## config.mk

```make
export PLATFORM = sky130hd
export DESIGN_NAME = multicycle_core_fsm
export DESIGN_NICKNAME = d
export VERILOG_FILES = /design/src/rtl/multicycle_core_fsm.sv
export SDC_FILE = /design/constraint.sdc
export NUM_CORES = 1
export LEC_CHECK = 0
export ABC_AREA = 1
export CORE_ASPECT_RATIO = 0.5
export CORE_MARGIN = 5
export CORE_UTILIZATION = 43
export DETAILED_ROUTE_END_ITERATION = 16
export HOLD_SLACK_MARGIN = 0.08
export PLACE_DENSITY = 0.83
export SLEW_MARGIN = 20
export SYNTH_ARGS = -nofsm -noshare
export SYNTH_HDL_FRONTEND = slang
export SYNTH_SLANG_ARGS = --single-unit
```

## constraint.sdc

```tcl
create_clock -name clk -period 1.3 [get_ports clk]
set_input_delay 0.13 -clock clk [delete_from_list [all_inputs] [get_ports clk]]
set_output_delay 0.13 -clock clk [all_outputs]
set_load 0.01 [all_outputs]
```

## src/rtl/multicycle_core_fsm.sv

```systemverilog
// ---------------------------------------------------------------------------
// multicycle_core_fsm
//   Control sequencer for the multi-cycle RV32I datapath. Each instruction
//   goes through FETCH -> DECODE -> EXECUTE -> (MEM) -> (WRITEBACK). The
//   sequencer issues the memory handshake and drives the datapath mux selects
//   and write strobes. Supported: LUI, AUIPC, OP-IMM, OP, LW, SW, BEQ/BNE.
//   Any other instruction sends it to TRAP, where it stays until reset.
//
// Parameters
//   MEM_TIMEOUT   cycles to wait for mem_ready before a bus error (1..255)
//
// Ports
//   clk, rst_n        core clock (rising edge), synchronous active-low reset
//   instr_opcode/f3   IR fields, sampled in DECODE
//   alu_zero          ALU result is zero (branch resolution)
//   mem_ready         memory completes the pending request this cycle
//   mem_req/we/addr_sel, ir_write, pc_write, pc_src   memory and PC control
//   alu_option, alu_src_a, alu_src_b                  ALU control
//   reg_write, wb_sel                                 register write-back
//   instr_retired     one-cycle pulse per completed instruction
//   illegal_instr     sticky decode trap flag
//   bus_error         sticky memory timeout flag
//   state_dbg         current state code (TRAP = 7)
// ---------------------------------------------------------------------------
module multicycle_core_fsm #(
    parameter int MEM_TIMEOUT = 255
) (
    input  logic       clk,
    input  logic       rst_n,
    input  logic [6:0] instr_opcode,
    input  logic [2:0] instr_funct3,
    input  logic       alu_zero,
    input  logic       mem_ready,
    output logic       mem_req,
    output logic       mem_we,
    output logic       mem_addr_sel,
    output logic       ir_write,
    output logic       pc_write,
    output logic       pc_src,
    output logic [3:0] alu_option,
    output logic [1:0] alu_src_a,
    output logic [1:0] alu_src_b,
    output logic       reg_write,
    output logic       wb_sel,
    output logic       instr_retired,
    output logic       illegal_instr,
    output logic       bus_error,
    output logic [2:0] state_dbg
);

    typedef enum logic [2:0] {
        S_FETCH     = 3'd0,
        S_DECODE    = 3'd1,
        S_EXECUTE   = 3'd2,
        S_MEM       = 3'd3,
        S_WRITEBACK = 3'd4,
        S_TRAP      = 3'd7
    } state_e;

    localparam logic [6:0] OPC_LUI    = 7'b0110111;
    localparam logic [6:0] OPC_AUIPC  = 7'b0010111;
    localparam logic [6:0] OPC_OPIMM  = 7'b0010011;
    localparam logic [6:0] OPC_OP     = 7'b0110011;
    localparam logic [6:0] OPC_LOAD   = 7'b0000011;
    localparam logic [6:0] OPC_STORE  = 7'b0100011;
    localparam logic [6:0] OPC_BRANCH = 7'b1100011;

    // Value of the wait counter on the waiting cycle that exhausts the budget.
    localparam logic [7:0] TMO_LAST = 8'(MEM_TIMEOUT - 1);

    state_e     state_q,     state_d;
    logic [7:0] tmo_cnt_q,   tmo_cnt_d;
    logic [6:0] opcode_q,    opcode_d;
    logic [2:0] funct3_q,    funct3_d;
    logic       illegal_q,   illegal_d;
    logic       bus_err_q,   bus_err_d;
    logic       br_taken_s;

    function automatic logic is_legal(input logic [6:0] op, input logic [2:0] f3);
        logic ok;
        case (op)
            OPC_LUI, OPC_AUIPC, OPC_OPIMM, OPC_OP: ok = 1'b1;
            OPC_LOAD, OPC_STORE:                   ok = (f3 == 3'b010);
            OPC_BRANCH:                            ok = (f3 == 3'b000) || (f3 == 3'b001);
            default:                               ok = 1'b0;
        endcase
        return ok;
    endfunction

    // BEQ takes on zero, BNE on non-zero.
    assign br_taken_s = (funct3_q == 3'b000) ? alu_zero : ~alu_zero;

    // Next-state, wait-counter, latched-IR and sticky-flag computation.
    always_comb begin
        state_d   = state_q;
        tmo_cnt_d = 8'd0;       // only a waiting handshake keeps counting
        opcode_d  = opcode_q;
        funct3_d  = funct3_q;
        illegal_d = illegal_q;
        bus_err_d = bus_err_q;
        case (state_q)
            S_FETCH, S_MEM: begin
                if (mem_ready) begin
                    if (state_q == S_FETCH) begin
                        state_d = S_DECODE;
                    end else if (opcode_q == OPC_STORE) begin
                        state_d = S_FETCH;
                    end else begin
                        state_d = S_WRITEBACK;
                    end
                end else if (tmo_cnt_q == TMO_LAST) begin
                    state_d   = S_TRAP;
                    bus_err_d = 1'b1;
                end else begin
                    tmo_cnt_d = tmo_cnt_q + 8'd1;
                end
            end
            S_DECODE: begin
                opcode_d = instr_opcode;
                funct3_d = instr_funct3;
                if (is_legal(instr_opcode, instr_funct3)) begin
                    state_d = S_EXECUTE;
                end else begin
                    state_d   = S_TRAP;
                    illegal_d = 1'b1;
                end
            end
            S_EXECUTE: begin
                case (opcode_q)
                    OPC_LOAD, OPC_STORE: state_d = S_MEM;
                    OPC_BRANCH:          state_d = S_FETCH;
                    default:             state_d = S_WRITEBACK;
                endcase
            end
            S_WRITEBACK: state_d = S_FETCH;
            S_TRAP:      state_d = S_TRAP;
            default:     state_d = S_TRAP;   // unused encodings are treated as a fault
        endcase
    end

    // Single state register bank with synchronous active-low reset.
    always_ff @(posedge clk) begin
        if (!rst_n) begin
            state_q   <= S_FETCH;
            tmo_cnt_q <= 8'd0;
            opcode_q  <= 7'd0;
            funct3_q  <= 3'd0;
            illegal_q <= 1'b0;
            bus_err_q <= 1'b0;
        end else begin
            state_q   <= state_d;
            tmo_cnt_q <= tmo_cnt_d;
            opcode_q  <= opcode_d;
            funct3_q  <= funct3_d;
            illegal_q <= illegal_d;
            bus_err_q <= bus_err_d;
        end
    end

    // Output decode from the state and latched IR; reset forces everything low.
    always_comb begin
        mem_req       = 1'b0;
        mem_we        = 1'b0;
        mem_addr_sel  = 1'b0;
        ir_write      = 1'b0;
        pc_write      = 1'b0;
        pc_src        = 1'b0;
        alu_option    = 4'b0000;
        alu_src_a     = 2'b00;
        alu_src_b     = 2'b00;
        reg_write     = 1'b0;
        wb_sel        = 1'b0;
        instr_retired = 1'b0;
        illegal_instr = 1'b0;
        bus_error     = 1'b0;
        state_dbg     = 3'd0;
        if (rst_n) begin
            state_dbg     = state_q;
            illegal_instr = illegal_q;
            bus_error     = bus_err_q;
            case (state_q)
                S_FETCH: begin
                    mem_req   = 1'b1;
                    alu_src_a = 2'b01;
                    alu_src_b = 2'b10;
                    if (mem_ready) begin
                        ir_write = 1'b1;
                        pc_write = 1'b1;
                    end else begin
                        ir_write = 1'b0;
                        pc_write = 1'b0;
                    end
                end
                S_EXECUTE: begin
                    alu_option = opcode_q[6:3];
                    case (opcode_q)
                        OPC_OPIMM, OPC_LOAD, OPC_STORE: alu_src_b = 2'b01;
                        OPC_LUI: begin
                            alu_src_a = 2'b10;
                            alu_src_b = 2'b01;
                        end
                        OPC_AUIPC: begin
                            alu_src_a = 2'b01;
                            alu_src_b = 2'b01;
                        end
                        default: begin
                            alu_src_a = 2'b00;
                            alu_src_b = 2'b00;
                        end
                    endcase
                    if (opcode_q == OPC_BRANCH) begin
                        pc_write      = br_taken_s;
                        pc_src        = br_taken_s;
                        instr_retired = 1'b1;
                    end else begin
                        instr_retired = 1'b0;
                    end
                end
                S_MEM: begin
                    mem_req      = 1'b1;
                    mem_addr_sel = 1'b1;
                    mem_we       = (opcode_q == OPC_STORE);
                    if (mem_ready) begin
                        instr_retired = (opcode_q == OPC_STORE);
                    end else begin
                        instr_retired = 1'b0;
                    end
                end
                S_WRITEBACK: begin
                    reg_write     = 1'b1;
                    wb_sel        = (opcode_q == OPC_LOAD);
                    instr_retired = 1'b1;
                end
                default: begin
                    // DECODE and TRAP drive no strobes.
                    mem_req = 1'b0;
                end
            endcase
        end else begin
            state_dbg = 3'd0;
        end
    end

endmodule

```

==> qor.csv <==
stage;metric;value;unit
worst_setup_path;Critical Path Start Type;register;
die;die area;0.00451;mm²
synth;post-synthesis xor/xnor area fraction;2.54;%
power_and_ir_drop;Max rail drop VDD;0.00106;V
placed_design;placer congestion estimate;0.902;
route;post-DR wirelength/cell;18.8;µm
synth;Distinct cells, synth;33;
cells_and_area;Final Net Count;313;
worst_setup_path;cells on worst reg2reg path;10;
sta;setup repair after global routing missed its margin;yes;
die;Rows;14;
sta;Least-Margin Pin Slew;285;ps
grt;GR Overflow Total;0;
cells_and_area;multi-input logic area;0.00106;mm²
synth;syn_nets;218;
clock_network;CTS root buf;clkbuf_8;
worst_setup_path;R2R setup slack;-310;ps
power_and_ir_drop;total power draw;4.58;mW
synth;mux cell area share after synthesis;0;%
worst_setup_path;reg2reg start;opcode_q[1];
clock_network;Reg clk slew, reported paths;90;ps
cells_and_area;synthesis-to-layout area growth;86.6;%
hold_path;hold path cells;2;
sta;Final Setup Violations;35;
grt;global-route wire length before repair;7990;µm
route;iteration count of the initial detailed-routing pass;5;
power_and_ir_drop;clock power share;9.8;%
clock_network;Clock Sink Count;23;
route;Final ANT Viol Nets;0;
worst_setup_path;WP data required;1170;ps
cells_and_area;Register Area;475;µm²
synth;Compound-Gate Fraction of Synth Area;11.2;%
power_and_ir_drop;power per cell area;1780;mW/mm²
route;via count;1886;
cells_and_area;Antenna Cells;0;
worst_setup_path;CP max FO;3;
synth;Seq/Total Area, Yosys;33.4;%
grt;overall global routing resource usage;21.4;%
sta;final worst-path cycle share;135;%
cells_and_area;layout cells sized above 1;57.8;%
route;total wire length;6320;µm
sta;FMAX;568;MHz
power_and_ir_drop;Int Pwr;2.50;mW
die;core area;0.00303;mm²
synth;post-synthesis simple-gate area fraction;40.7;%
grt;largest net degree at the start of global routing;14;
worst_setup_path;RR Endpoint;state_q[0];
sta;Final min period;1760;ps
power_and_ir_drop;Net Sw Frac;45.3;%
synth;Post-Synth Adder-Cell Area;1.81;%
synth;FF+latch count, synth;23;
placed_design;port bufs;35;
worst_setup_path;Arr. time, crit path;1630;ps
die;Chip Width;90.1;µm
outcome;failing checks;negative setup slack;
route;vias per inst;5.61;
sta;max-slew violations;0;
power_and_ir_drop;sequential share of power;23.3;%
cells_and_area;number of fill cells;148;
die;# IOs;36;
sta;Final Skew;7.17;ps
clock_network;worst skew pair latency;270;ps
sta;relative slew slack;80.8;%
synth;Syn Inst Count;202;
synth;Avg Inst Size Synth;6.83;µm²
worst_setup_path;WS Path Type;register to output port;
grt;vias in the first global route;1708;
worst_setup_path;kind of end point of the critical path;output port;
worst_setup_path;Worst Setup EP;instr_retired;
hold_path;Tightest Hold Check Type;register to register;
clock_network;CTS buffer count;3;
clock_network;clock buffer depth;2;
power_and_ir_drop;Psw;2.07;mW
die;chip height;50.0;µm
worst_setup_path;CP Launch Point;opcode_q[1];
clock_network;CTS tree;built;
grt;initial antenna violation count;0;
route;Initial DRC Count;96;
die;Initial Util;45.5;%
sta;setup TNS;-5780;ps
clock_network;CTS H-tree lvls;1;
placed_design;DP Wirelength;3130;µm
route;Remaining DRCs;0;
outcome;status;complete, but fails checks;
synth;Cell Area, Synth;0.00138;mm²
flow_run;max-cap violation count;0;
synth;largest family of logic cells by synthesized area;simple AND/OR/NAND/NOR gates;
power_and_ir_drop;total leakage power;1.18;nW
power_and_ir_drop;combinational share of power;66.9;%
synth;Synth Warn #;0;
sta;Final WS setup;-461;ps
sta;final hold vios;0;
[metal layers]
metal | wire length, µm | track usage (%) | part of all wire (%)
met1 | 2400 | 24.0 | 38
met2 | 3000 | 40.4 | 48
met3 | 651 | 4.86 | 10
met4 | 263 | 7.18 | 4.2
met5 | 0 | 0 | 0
[critical path, cell delays in order, from the launching register on]
cell,delay [ps]
dfxtp_2,380
nand2_4,70
buf_6,120
nor2_4,140
nand2_2,100
nor2_2,120
nand2_1,100
nand3_2,90
nand3_2,80
inv_2,60
buf_6,90
[through the flow]
stage / setup slack, ps / utilization (%) / std cells / hold slack [ps] / area, µm²
CTS: -264 / 75.8 / 332 / 456 / 2300
global placement: -526 / 70.0 / 319 / 422 / 2120
detailed placement: -552 / 70.0 / 319 / 445 / 2120
global route: -579 / 84.9 / 336 / 466 / 2570
finish: -461 / 84.9 / 336 / 459 / 2570
floorplan: 5.36 / - / 202 / 273 / 1390
[worst min path at each step]
stage                    to            start
6_report        funct3_q[2]      funct3_q[2]
3_3_place_gp   tmo_cnt_q[0]     tmo_cnt_q[0]
3_5_place_dp    funct3_q[0]      funct3_q[0]
5_1_grt         funct3_q[2]      funct3_q[2]
2_1_floorplan   opcode_q[0]  instr_opcode[0]
4_1_cts         opcode_q[0]  instr_opcode[0]
[layout make-up]
type,instances,area share [%]
clock buffers,3,1.61
clock inverters,1,0.195
inverters,31,5.01
multi-input cells,144,41.2
repair buffers,94,31.5
flip-flops and latches,23,18.5
well taps,40,1.95
[state kept, by name, summed over array words and instances, names as in the netlist]
name       cells
bus_err_q      1
funct3_q       3
illegal_q      1
opcode_q       7
state_q        3
tmo_cnt_q      8
[power by group through the flow]
| stage | combinational (mW) | sequential (mW) | clock (mW) |
|---|---|---|---|
| after floorplan | 1.01 | 0.997 | 0 |
| after global placement | 1.99 | 0.978 | 0 |
| after detailed placement | 2.06 | 0.987 | 0 |
| after CTS | 2.35 | 1.02 | 0.434 |
| after global routing | 3.21 | 1.07 | 0.491 |
| final | 3.06 | 1.06 | 0.450 |
[cell usage after synthesis]
library cell	number	area share, %
xor2_1	2	1.3
nand2_1	43	12
a211oi_2	1	0.91
nor3_1	3	1.1
or2_2	3	1.4
nor2_4	2	1.6
nand3_4	2	2.5
nor3b_2	1	0.91
ha_1	2	1.8
buf_6	1	0.82
nor4_2	1	0.91
o21ai_1	1	0.36
nand3_1	17	6.2
nor2_2	4	1.8
nand3b_1	1	0.54
o211ai_1	1	0.54
inv_2	3	0.82
xnor2_1	2	1.3
a21oi_4	1	1.2
buf_4	1	0.54
clkbuf_1	1	0.27
nor2_1	28	7.6
nand3_2	3	2.2
a21oi_1	13	4.7
or2_1	1	0.45
nand4_1	1	0.45
nand2_2	1	0.45
buf_2	1	0.36
inv_1	28	7.6
o31ai_1	1	0.54
dfxtp_1	23	33
nand2_4	1	0.82
o21ai_0	8	2.9
[cells in the final DEF, fill, tap and decap left out, drive strengths merged]
master and instances:
clkdlybuf4s15 2, nor4 1, buf 77, nor2 34, nand4 1, clkinv 1, clkbuf 4, nand3 22
nor3 3, o211ai 1, xor2 2, a211oi 1, or2 4, o31ai 1, nand2 45, dlygate4sd2 2
clkdlybuf4s50 12, inv 31, xnor2 2, nand3b 1, ha 2, nor3b 1, o21ai 9, a21oi 14
dfxtp 23
[cell families (layout without fill, tap and decap cells)]
family,Yosys count,count (layout)
buffers and inverters,35,129
adders and majority gates,2,2
DFF,23,23
xor gates and xnor gates,4,4
and+or+nand+nor,112,112
AOI/OAI and AO/OA,26,26
[repair_timing]
| item | CTS | global route |
|---|---|---|
| hold buffers | 0 | 0 |
| buffers inserted | 9 | 5 |
| setup endpoints to repair | 44 | 44 |
| resized for setup | 134 | 70 |
| pin swaps | 16 | 22 |
(Power assumes the default switching activity.)
